### config.mk
export PLATFORM = sky130hd
export DESIGN_NAME = apb_master
export DESIGN_NICKNAME = d
export VERILOG_FILES = /design/src/rtl/apb_pkg.sv /design/src/rtl/apb_wait_timer.sv /design/src/rtl/apb_master.sv
export SDC_FILE = /design/constraint.sdc
export NUM_CORES = 1
export LEC_CHECK = 0
export CAP_MARGIN = 30
export CELL_PAD_IN_SITES_DETAIL_PLACEMENT = 0
export CELL_PAD_IN_SITES_GLOBAL_PLACEMENT = 2
export CORE_MARGIN = 1
export CORE_UTILIZATION = 28
export DETAILED_ROUTE_END_ITERATION = 8
export PLACE_DENSITY_LB_ADDON = 0.12
export SYNTH_ARGS = -nofsm -noshare
export SYNTH_HDL_FRONTEND = slang
export SYNTH_SLANG_ARGS = --single-unit
### constraint.sdc
create_clock -name pclk_i -period 3.8 [get_ports pclk_i]
set_input_delay 0.57 -clock pclk_i [delete_from_list [all_inputs] [get_ports pclk_i]]
set_output_delay 0.57 -clock pclk_i [all_outputs]
set_load 0.005 [all_outputs]
### src/rtl/apb_pkg.sv
// Shared defaults and master state encoding for the APB requester and its bench.
package apb_pkg;

  localparam int WIDTH      = 8;
  localparam int MEM_DEPTH  = 16;
  localparam int ADDR_WIDTH = $clog2(MEM_DEPTH);
  localparam int TIMEOUT    = 15;

  typedef enum logic [1:0] {
    IDLE   = 2'd0,
    SETUP  = 2'd1,
    ACCESS = 2'd2,
    RESP   = 2'd3
  } apb_mstate_e;

endpackage

### src/rtl/apb_wait_timer.sv
// Saturating ACCESS wait-state counter; expired_o is combinational.
// It flags the stall cycle whose increment would reach TIMEOUT.
module apb_wait_timer #(
  parameter int TIMEOUT = 15
) (
  input  logic clk_i,
  input  logic rst_i,
  input  logic clear_i,
  input  logic en_i,
  output logic expired_o
);

  localparam int CW = $clog2(TIMEOUT + 1);

  logic [CW-1:0] cnt_q, cnt_d;

  always_comb begin
    cnt_d = cnt_q;
    if (clear_i) begin
      cnt_d = '0;
    end else if (en_i && (cnt_q != CW'(TIMEOUT))) begin
      cnt_d = cnt_q + CW'(1);
    end
  end

  always_ff @(posedge clk_i or posedge rst_i) begin
    if (rst_i) begin
      cnt_q <= '0;
    end else begin
      cnt_q <= cnt_d;
    end
  end

  assign expired_o = en_i && (cnt_q == CW'(TIMEOUT - 1));

endmodule

### src/rtl/apb_master.sv
// APB3 requester: one command -> SETUP, ACCESS (waits up to TIMEOUT), RESP.
// Zero-wait slave: response 3 cycles after accept; RESP holds until rsp_ready_i.
module apb_master
  import apb_pkg::*;
#(
  parameter int WIDTH      = apb_pkg::WIDTH,
  parameter int MEM_DEPTH  = apb_pkg::MEM_DEPTH,
  parameter int ADDR_WIDTH = $clog2(MEM_DEPTH),
  parameter int TIMEOUT    = apb_pkg::TIMEOUT
) (
  input  logic                  pclk_i,
  input  logic                  preset_i,
  input  logic                  cmd_valid_i,
  output logic                  cmd_ready_o,
  input  logic                  cmd_write_i,
  input  logic [ADDR_WIDTH-1:0] cmd_addr_i,
  input  logic [WIDTH-1:0]      cmd_wdata_i,
  output logic                  rsp_valid_o,
  input  logic                  rsp_ready_i,
  output logic [WIDTH-1:0]      rsp_rdata_o,
  output logic                  rsp_err_o,
  output logic                  psel_o,
  output logic                  penable_o,
  output logic                  pwrite_o,
  output logic [ADDR_WIDTH-1:0] paddr_o,
  output logic [WIDTH-1:0]      pwdata_o,
  input  logic [WIDTH-1:0]      prdata_i,
  input  logic                  pready_i,
  input  logic                  pslverr_i
);

  apb_mstate_e state_q, state_d;

  logic                  cmd_ready_q, cmd_ready_d;
  logic                  rsp_valid_q, rsp_valid_d;
  logic [WIDTH-1:0]      rsp_rdata_q, rsp_rdata_d;
  logic                  rsp_err_q, rsp_err_d;
  logic                  psel_q, psel_d;
  logic                  penable_q, penable_d;
  logic                  pwrite_q, pwrite_d;
  logic [ADDR_WIDTH-1:0] paddr_q, paddr_d;
  logic [WIDTH-1:0]      pwdata_q, pwdata_d;

  logic accept;
  logic stall;
  logic expired;

  // cmd_ready_q is low for the first IDLE cycle after reset, so gate on it.
  assign accept = (state_q == IDLE) && cmd_ready_q && cmd_valid_i;
  assign stall  = (state_q == ACCESS) && !pready_i;

  apb_wait_timer #(
    .TIMEOUT(TIMEOUT)
  ) u_wait_timer (
    .clk_i    (pclk_i),
    .rst_i    (preset_i),
    .clear_i  (accept),
    .en_i     (stall),
    .expired_o(expired)
  );

  always_ff @(posedge pclk_i or posedge preset_i) begin
    if (preset_i) begin
      state_q     <= IDLE;
      cmd_ready_q <= 1'b0;
      rsp_valid_q <= 1'b0;
      rsp_rdata_q <= '0;
      rsp_err_q   <= 1'b0;
      psel_q      <= 1'b0;
      penable_q   <= 1'b0;
      pwrite_q    <= 1'b0;
      paddr_q     <= '0;
      pwdata_q    <= '0;
    end else begin
      state_q     <= state_d;
      cmd_ready_q <= cmd_ready_d;
      rsp_valid_q <= rsp_valid_d;
      rsp_rdata_q <= rsp_rdata_d;
      rsp_err_q   <= rsp_err_d;
      psel_q      <= psel_d;
      penable_q   <= penable_d;
      pwrite_q    <= pwrite_d;
      paddr_q     <= paddr_d;
      pwdata_q    <= pwdata_d;
    end
  end

  always_comb begin
    state_d = state_q;
    case (state_q)
      IDLE:    if (accept) state_d = SETUP;
      SETUP:   state_d = ACCESS;
      ACCESS:  if (pready_i || expired) state_d = RESP;
      RESP:    if (rsp_ready_i) state_d = IDLE;
      default: state_d = IDLE;
    endcase
  end

  // Outputs are registered from the next state so they line up with state_q.
  always_comb begin
    cmd_ready_d = (state_d == IDLE);
    psel_d      = (state_d == SETUP) || (state_d == ACCESS);
    penable_d   = (state_d == ACCESS);
    rsp_valid_d = (state_d == RESP);
    pwrite_d    = pwrite_q;
    paddr_d     = paddr_q;
    pwdata_d    = pwdata_q;
    rsp_rdata_d = rsp_rdata_q;
    rsp_err_d   = rsp_err_q;
    if (accept) begin
      pwrite_d = cmd_write_i;
      paddr_d  = cmd_addr_i;
      pwdata_d = cmd_write_i ? cmd_wdata_i : '0;
    end
    if (state_q == ACCESS) begin
      if (pready_i) begin
        rsp_rdata_d = pwrite_q ? '0 : prdata_i;
        rsp_err_d   = pslverr_i;
      end else if (expired) begin
        rsp_rdata_d = '0;
        rsp_err_d   = 1'b1;
      end
    end
  end

  assign cmd_ready_o = cmd_ready_q;
  assign rsp_valid_o = rsp_valid_q;
  assign rsp_rdata_o = rsp_rdata_q;
  assign rsp_err_o   = rsp_err_q;
  assign psel_o      = psel_q;
  assign penable_o   = penable_q;
  assign pwrite_o    = pwrite_q;
  assign paddr_o     = paddr_q;
  assign pwdata_o    = pwdata_q;

endmodule
# Word-level counts from Yosys, hierarchy flattened
# Index checks and enable logic that the tools add are counted.
totals:
  regBits: 32
  latch_bits: 0
  mem_bits_rw: 0
  mem_bits_ro: 0
  input_bits: 27
  out_inout_bits: 26
  elab_cells: 45
  memories: 0
classes:
  addsub: 1
  multipliers: 0
  n_div: 0
  magnitude_cmp: 0
  n_eq_ne: 8
  shifts: 0
  n_mux: 12
  bitwise_logic: 0
  n_reduce_logical: 13
op_table:
  columns: ["cell", "count"]
  rows:
  - ["$mux 8", 4]
  - ["$eq 2x2->1 const B", 4]
  - ["$mux 4", 2]
  - ["$pmux 2 s4", 1]
  - ["$mux 2", 3]
  - ["$logic_and 1x1->1", 5]
  - ["$add 4x1->4 const B", 1]
  - ["$eq 2x1->1 const B", 2]
  - ["$eq 4x4->1 const B", 1]
  - ["$logic_not 2->1", 2]
  - ["$ne 4x4->1 const B", 1]
  - ["$reduce_bool 2->1", 2]
  - ["$logic_or 1x1->1", 2]
  - ["$mux 1", 2]
  - ["$reduce_and 2->1", 1]
  - ["$logic_not 1->1", 1]

# Depth between registers and ports, before layout
# Gate-level depths: netlist (run 1).
depth:
  depth_word: 8
  ltp_mapped: 6
  depth_no_buf: 6

# Hierarchy
# Synthesis (run 1) repeated with hierarchy kept, for this count alone.
unflattened:
  hier_cells: 135
  hier_area_um2: 1453.9
modules_own_cells:
  columns: ["module", "instances", "cells_each", "area_per_inst_um2", "seq_area_each_um2"]
  rows:
  - ["apb_master", 1, 111, 1212.4, 700.7]
  - ["apb_wait_timer", 1, 24, 241.5, 100.1]

# Worst setup path before layout (run 1)
# OpenSTA, ideal clock, no wires.
synth_path:
  path_type: "register to register"
  from: "register u_wait_timer.cnt_q[0]"
  to: "register rsp_valid_q (netlist: rsp_valid_o)"
  setup_ps: 121
  t_arrival_ps: 1402
  required_ps: 3679
  slack_ps: 2277
  stages_incl_launch_ff: 7
  path_buffers: 0
  synth_period_minus_slack_ps: 1523
  cell_sequence: "dfrtp_1 inv_1 ha_1 a31oi_2 nor2_1 or2_1 ha_1"
synth_between:
  elab_chain_len: 6
synth_rtl:
  columns: ["element", "line_no", "source"]
  rows:
  - ["from (decl)", "apb_wait_timer.sv:15", "logic [CW-1:0] cnt_q, cnt_d;"]
  - ["from (signal assigned)", "apb_wait_timer.sv:30", "cnt_q <= cnt_d;"]
  - ["$eq 4x4->1", "apb_wait_timer.sv:34", "assign expired_o = en_i && (cnt_q == CW'(TIMEOUT - 1));"]
  - ["$logic_and 1x1->1", "apb_wait_timer.sv:34", null]
  - ["$logic_or 1x1->1", "apb_master.sv:93", "ACCESS: if (pready_i || expired) state_d = RESP;"]
  - ["$mux 2", "apb_master.sv:93", null]
  - ["$pmux 2 s4", "apb_master.sv:90", "case (state_q)"]
  - ["via state_d[0]", "apb_master.sv:32", "apb_mstate_e state_q, state_d;"]
  - ["$eq 2x2->1", "apb_master.sv:104", "rsp_valid_d = (state_d == RESP);"]
  - ["via rsp_valid_d", "apb_master.sv:35", "logic rsp_valid_q, rsp_valid_d;"]
  - ["to (signal assigned)", "apb_master.sv:77", "rsp_valid_q <= rsp_valid_d;"]
  - ["to (decl)", "apb_master.sv:35", null]
# The timed path passes the listed nets, and every way through them passes these cells.
# A chain may end at the register's enable or synchronous reset.

# Final worst setup path (run 1)
layout_path:
  from: "input port pready_i"
  to: "register rsp_valid_q (netlist: rsp_valid_o)"
layout_between:
  elab_chain_len: 7
layout_rtl:
  columns: ["element", "line_no", "source"]
  rows:
  - ["from (decl)", "apb_master.sv:28", "input logic pready_i,"]
  - ["$logic_not 1->1", "apb_master.sv:50", "assign stall = (state_q == ACCESS) && !pready_i;"]
  - ["$logic_and 1x1->1", "apb_master.sv:50", null]
  - ["$logic_and 1x1->1", "apb_wait_timer.sv:34", null]
  - ["$logic_or 1x1->1 (*)", "apb_master.sv:93", null]
  - ["$mux 2 (*)", "apb_master.sv:93", null]
  - ["$pmux 2 s4 (*)", "apb_master.sv:90", null]
  - ["via state_d[0]", "apb_master.sv:32", null]
  - ["$eq 2x2->1 (*)", "apb_master.sv:104", null]
  - ["via rsp_valid_d", "apb_master.sv:35", null]
# The timed path passes the listed nets; every way through them passes the cells marked *.

==> flow_summary.yaml, run 1 <==
worst_setup_path:
  path_delay_family: "compound AO/OA/AOI/OAI gates"
  cp-startpoint: "pready_i"
  cp_slowest_cell: "a31oi_2"
  reg2reg_to: "rsp_valid_o"
  cp.buffers_inverters: 1
  r2r-start: "u_wait_timer.cnt_q[0]"
  arrival_ps: 2380
  reg2reg_slack_ps: 1710
  crit_path_cell_trace: "clkdlybuf4s50_1 -> a31oi_2 -> nor2_1 -> or2_1 -> ha_1"
  crit_path_end_kind: "register"
  crit_path_max_fanout: 17
  worstSetupPathType: "primary input to register"
  start_kind: "primary input"
  cp_slowest_stage_delay_ps: 670
  ff2ff_path_depth: 6
  required_ps: 3970
synth:
  yosys-top-cells-area: "dfrtp_1 (56%), nand2_1 (7.1%), o21ai_0 (6.3%)"
  synth.net_count: 165
  yosysTopAreaCell: "dfrtp_1"
  ys_async_sr_fraction: 1.000
  syn_area_per_cell_um2: 10.67
  yosys.area.top_type_share: 0.5644
  yosysSeqAreaShare: 0.5644
  ys_types: 29
  synth_most_common_cell: "dfrtp_1"
  synthCells: 133
  synth.top_cells.by_count: "dfrtp_1 (32), nand2_1 (27), o21ai_0 (18)"
  netlist_area_mm2: 0.001419
  yosys_warnings: 0
  synthFlopType: "dfrtp_1"
  synth-edff-count: 0
  ys_ff_latch: 32
clocking:
  insertion_delay_ps: 280
  cts_buffer_depth: 2
  post_cts_buffers: 0
  cts_tree: "built"
  htreeDepth: 2
  root_buffer: "clkbuf_8"
  cts_num_sinks: 32
  cts-hold-fix-buffers: 0
  clk_pin_slew_ps: 70
  cts_buffers: 5
  cts.repair.resized: 0
timing:
  finClkSkew_ps: 4.578
  drv_slew: 0
  fin_tns_setup_ps: 0
  slew_headroom: 0.4839
  tightest_slew_ps: 771.8
  fmax_mhz: 452.2
  setup_viol: 0
  min_period_over_period: 0.5820
  rsz0062_at_grt: "false"
  post-route-min-period_ps: 2212
  hold_viol_final: 0
status:
  status: "finished clean"
global_route:
  grt_pass1_wl_mm: 5.499
  first_global_vias: 1201
  antenna_found_initial: 0
  grt_max_degree: 33
  grt_overflow: 0
  gr-usage-all-layers: 0.1397
routing:
  detail-route-antenna-nets: 0
  drtPass1Iterations: 4
  wl_mm: 3.270
  num_vias: 1133
  viasPerCell: 4.461
  drt_iter0_drc: 31
  drcViolationCount: 0
  wl_per_cell_um: 12.87
floorplanning:
  rows: 25
  coreArea_mm2: 0.004786
  fp.dieArea_mm2: 0.005356
  pin_count: 53
  die_h_um: 73.19
  die_w_um: 73.19
  start_util: 0.2965
power_and_ir_drop:
  clkPwrFrac: 0.186
  peakVddDrop_v: 0.0003422
  cellPowerDensity_mw_per_mm2: 706.3
  combPwrFrac: 0.402
  p_sw_mw: 0.4729
  power.internal_mw: 1.000
  sw_frac_of_total: 0.3210
  power_mw: 1.473
  p_leak_nw: 0.8985
  p_seq_frac: 0.412
place:
  io_buffers: 52
  dp_hpwl_mm: 2.306
  gp_congestion: 0.7206
finish:
  area_growth_pct: 47.00
  nNetsFinal: 218
  diodes: 0
  drive_above_1_share: 0.09626
min_path:
  hold_class: "register to register"
  hold_depth: 2
  hold_start: "pwdata_o[1]"
  min_to: "pwdata_o[1]"
job:
  maxCapViolations: 0
==> worst register-to-register path: cells and delay by family, from the launching register on <==
kind	cells	cell delay, ps
buffers and inverters	1	80
adder cells (fa/ha/maj)	2	420
AND/OR/NAND/NOR	2	440
flip-flops	1	390
AO/OA/AOI/OAI	1	660
==> how the worst max path moves through the flow <==
stage	cells after the start	slack, ps	endpoint
floorplan	6	2280	rsp_valid_o
global placement	5	1400	rsp_valid_o
detailed placement	5	1280	rsp_valid_o
CTS	5	1570	rsp_valid_o
global route	5	1490	rsp_valid_o
finish	5	1590	rsp_valid_o
==> sequential cells by signal (all words and copies together) (netlist names) <==
register	cells
pwrite_o	1
rsp_rdata_o	8
u_wait_timer.cnt_q	4
state_q	2
paddr_o	4
rsp_err_o	1
penable_o	1
pwdata_o	8
rsp_valid_o	1
cmd_ready_o	1
psel_o	1
==> cell usage in the layout (no fill, tap or decap), types with 2 or more instances in the layout <==
master and n:
clkdlybuf4s50_1 52, nand3_1 5, a21oi_1 2, dfrtp_1 32, clkbuf_8 6, mux2_2 4
ha_1 5, mux2i_1 2, buf_4 2, o21ai_0 18, and3_1 3, nand2_1 27
o31ai_1 8, inv_1 4, nor2_1 3
==> final cells by class <==
type	count	area (µm²)
Clock buffer	7	86.33
Clock inverter	1	7.507
Fill cell	471	2700
Inverter	4	15.01
Multi-Input combinational cell	89	556.8
Sequential cell	32	800.8
Tap cell	67	83.83
Timing Repair Buffer	54	535.5
==> power groups by stage <==
stage / logic (mW) / registers (mW) / clock network, mW
finish: 0.593 / 0.607 / 0.274
global route: 0.666 / 0.632 / 0.301
CTS: 0.605 / 0.606 / 0.283
detailed placement: 0.603 / 0.610 / 0
global placement: 0.584 / 0.609 / 0
floorplan: 0.258 / 0.606 / 0
==> metrics by stage <==
stage	area (µm²)	hold slack [ps]	worst slack (ps)	cells	utilization
6_report	2086	480.2	1588	254	0.4358
4_1_cts	2086	488.6	1570	254	0.4358
2_1_floorplan	1419	473.3	2277	133	-
3_3_place_gp	1992	462.9	1400	246	0.4162
3_5_place_dp	1992	472.7	1282	246	0.4162
5_1_grt	2086	512.8	1493	254	0.4358
==> per-layer routing <==
layer	vias up	part of all wire	GRT usage
met3	7	0.058	0.04420
met1	525	0.48	0.1719
met4	0	0.018	0.06972
li1	561	-	-
met5	-	0	0
met2	40	0.44	0.2202
==> logic make-up after synthesis <==
logic type,Yosys count,synth area share
flops,32,0.5644
fa+ha+maj,5,0.04409
mux,7,0.05643
buf+inv,12,0.04320
compound gates,31,0.1349
simple gates,46,0.1570
No activity file was read; power rests on OpenSTA's default activity.
==> inputs of run 2 (changes only) <==
- CORE_UTILIZATION: 28 -> 23
- clock period: 3.8 -> 2 ns (I/O delays scaled with it)
==> run 2 against run 1 <==
Effect of this change:
- final cell count rose by 4.3%
- sequential share of layout area is 0.52 points lower
- utilization shrank 7.9 points
- routed wire length grew 1.9%
- largest cell class unchanged
- largest power group unchanged
==> flow_summary.yaml, run 2 (synthesized netlist as in run 1, its figures left out) <==
finish:
  drive_above_1_share: 0.1053
  nNetsFinal: 221
  layout_common_cells: "clkdlybuf4s50_1 (52), dfrtp_1 (32), nand2_1 (27)"
  fin_area_mm2: 0.002115
  fillers: 566
  fin_util: 0.3571
  diodes: 0
  layout.cells.most_common: "clkdlybuf4s50_1"
  area_growth_pct: 49.03
routing:
  viasPerCell: 4.362
  wl_mm: 3.331
  detail-route-antenna-nets: 0
  num_vias: 1156
  drcViolationCount: 0
  drt_iter0_drc: 25
  wl_per_cell_um: 12.57
  drtPass1Iterations: 4
floorplanning:
  pin_count: 53
  coreArea_mm2: 0.005921
  die_h_um: 80.54
  rows: 28
  fp.dieArea_mm2: 0.006487
  start_util: 0.2396
  die_w_um: 80.54
timing:
  fmax_mhz: 644.1
  tightest_slew_ps: 417.7
  fin_tns_setup_ps: 0
  rsz0062_at_grt: "false"
  min_period_over_period: 0.7763
  setup_viol: 0
  slew_headroom: 0.7216
  whs_ps: 419.6
  drv_slew: 0
  hold_viol_final: 0
  setup_ws_ps: 447.4
  post-route-min-period_ps: 1553
  finClkSkew_ps: 5.393
worst_setup_path:
  reg2reg_to: "rsp_valid_o"
  required_ps: 2170
  arrival_ps: 1720
  ff2ff_path_depth: 6
  r2r-start: "u_wait_timer.cnt_q[0]"
  crit_path_end_kind: "register"
  reg2reg_slack_ps: 450
  worstSetupPathType: "register to register"
  crit_path_max_fanout: 4
  start_kind: "register"
clocking:
  post_cts_buffers: 0
  cts_tree: "built"
  cts-hold-fix-buffers: 0
  cts_buffer_depth: 2
  cts_num_sinks: 32
  cts.repair.resized: 0
  cts_buffers: 5
  root_buffer: "clkbuf_8"
  clk_pin_slew_ps: 70
  htreeDepth: 2
  insertion_delay_ps: 280
global_route:
  first_global_vias: 1137
  gr-usage-all-layers: 0.1134
  grt_pass1_wl_mm: 5.375
  grt_max_degree: 33
  antenna_found_initial: 0
  grt_overflow: 0
place:
  dp_hpwl_mm: 2.332
  gp_congestion: 0.6575
  placed_cell_area_mm2: 0.002024
  io_buffers: 52
  place_ws_ps: 260.7
job:
  maxCapViolations: 0
power_and_ir_drop:
  p_leak_nw: 0.9141
  cellPowerDensity_mw_per_mm2: 1330
  peakVddDrop_v: 0.0004482
min_path:
  hold_class: "primary input to asynchronous set/reset pin"
status:
  status: "finished clean"
[run 2: changes by cell type in the layout (fill, tap and decap cells not counted)]
cell	delta
clkinvlp_4	-1
clkbuf_1	+1
buf_4	+3
[run 2: how the worst max path moves through the flow]
| stage | start | end | slack [ps] | depth (start not counted) |
|---|---|---|---|---|
| after detailed placement | pready_i | u_wait_timer.cnt_q[3] | 260 | 4 |
| final | u_wait_timer.cnt_q[0] | rsp_valid_o | 450 | 6 |
| after floorplan | u_wait_timer.cnt_q[0] | rsp_valid_o | 480 | 6 |
| after CTS | u_wait_timer.cnt_q[0] | rsp_valid_o | 440 | 6 |
| after global routing | u_wait_timer.cnt_q[0] | rsp_valid_o | 340 | 6 |
| after global placement | pready_i | u_wait_timer.cnt_q[3] | 310 | 4 |
[run 2: worst max-delay path, cell delays in order (launching register included)]
cell and delay, ps:
dfrtp_1 390, inv_1 70, ha_1 220, a31oi_2 210, nor2_1 90, or2_1 250
ha_1 200
[run 2: per-stage QoR]
step	cells	power [mW]
2_1_floorplan	133	1.642
3_3_place_gp	257	2.317
3_5_place_dp	257	2.328
4_1_cts	265	2.868
5_1_grt	265	3.069
6_report	265	2.812
[run 2: routing by layer]
layer / track usage / vias up / wire length (µm)
li1: - / 566 / -
met1: 0.1333 / 538 / 1446
met2: 0.1822 / 46 / 1581
met3: 0.04091 / 6 / 241
met4: 0.05357 / 0 / 61
met5: 0 / - / 0
[run 2: area by class of cell]
| type | instances | area, µm² | area share |
|---|---|---|---|
| multi-input combinational | 89 | 556.8 | 0.2633 |
| inverter | 4 | 15.01 | 0.007101 |
| tap | 75 | 93.84 | 0.04438 |
| clock buffer | 8 | 90.09 | 0.04260 |
| sequential | 32 | 800.8 | 0.3787 |
| timing repair buffer | 57 | 558.0 | 0.2639 |
[run 2: report_power, final]
group / total, mW / internal [mW] / switching (mW)
Clock: 0.503 / 0.280 / 0.222
Sequential: 1.16 / 0.948 / 0.210
Combinational: 1.15 / 0.702 / 0.449
Total: 2.81 / 1.93 / 0.881
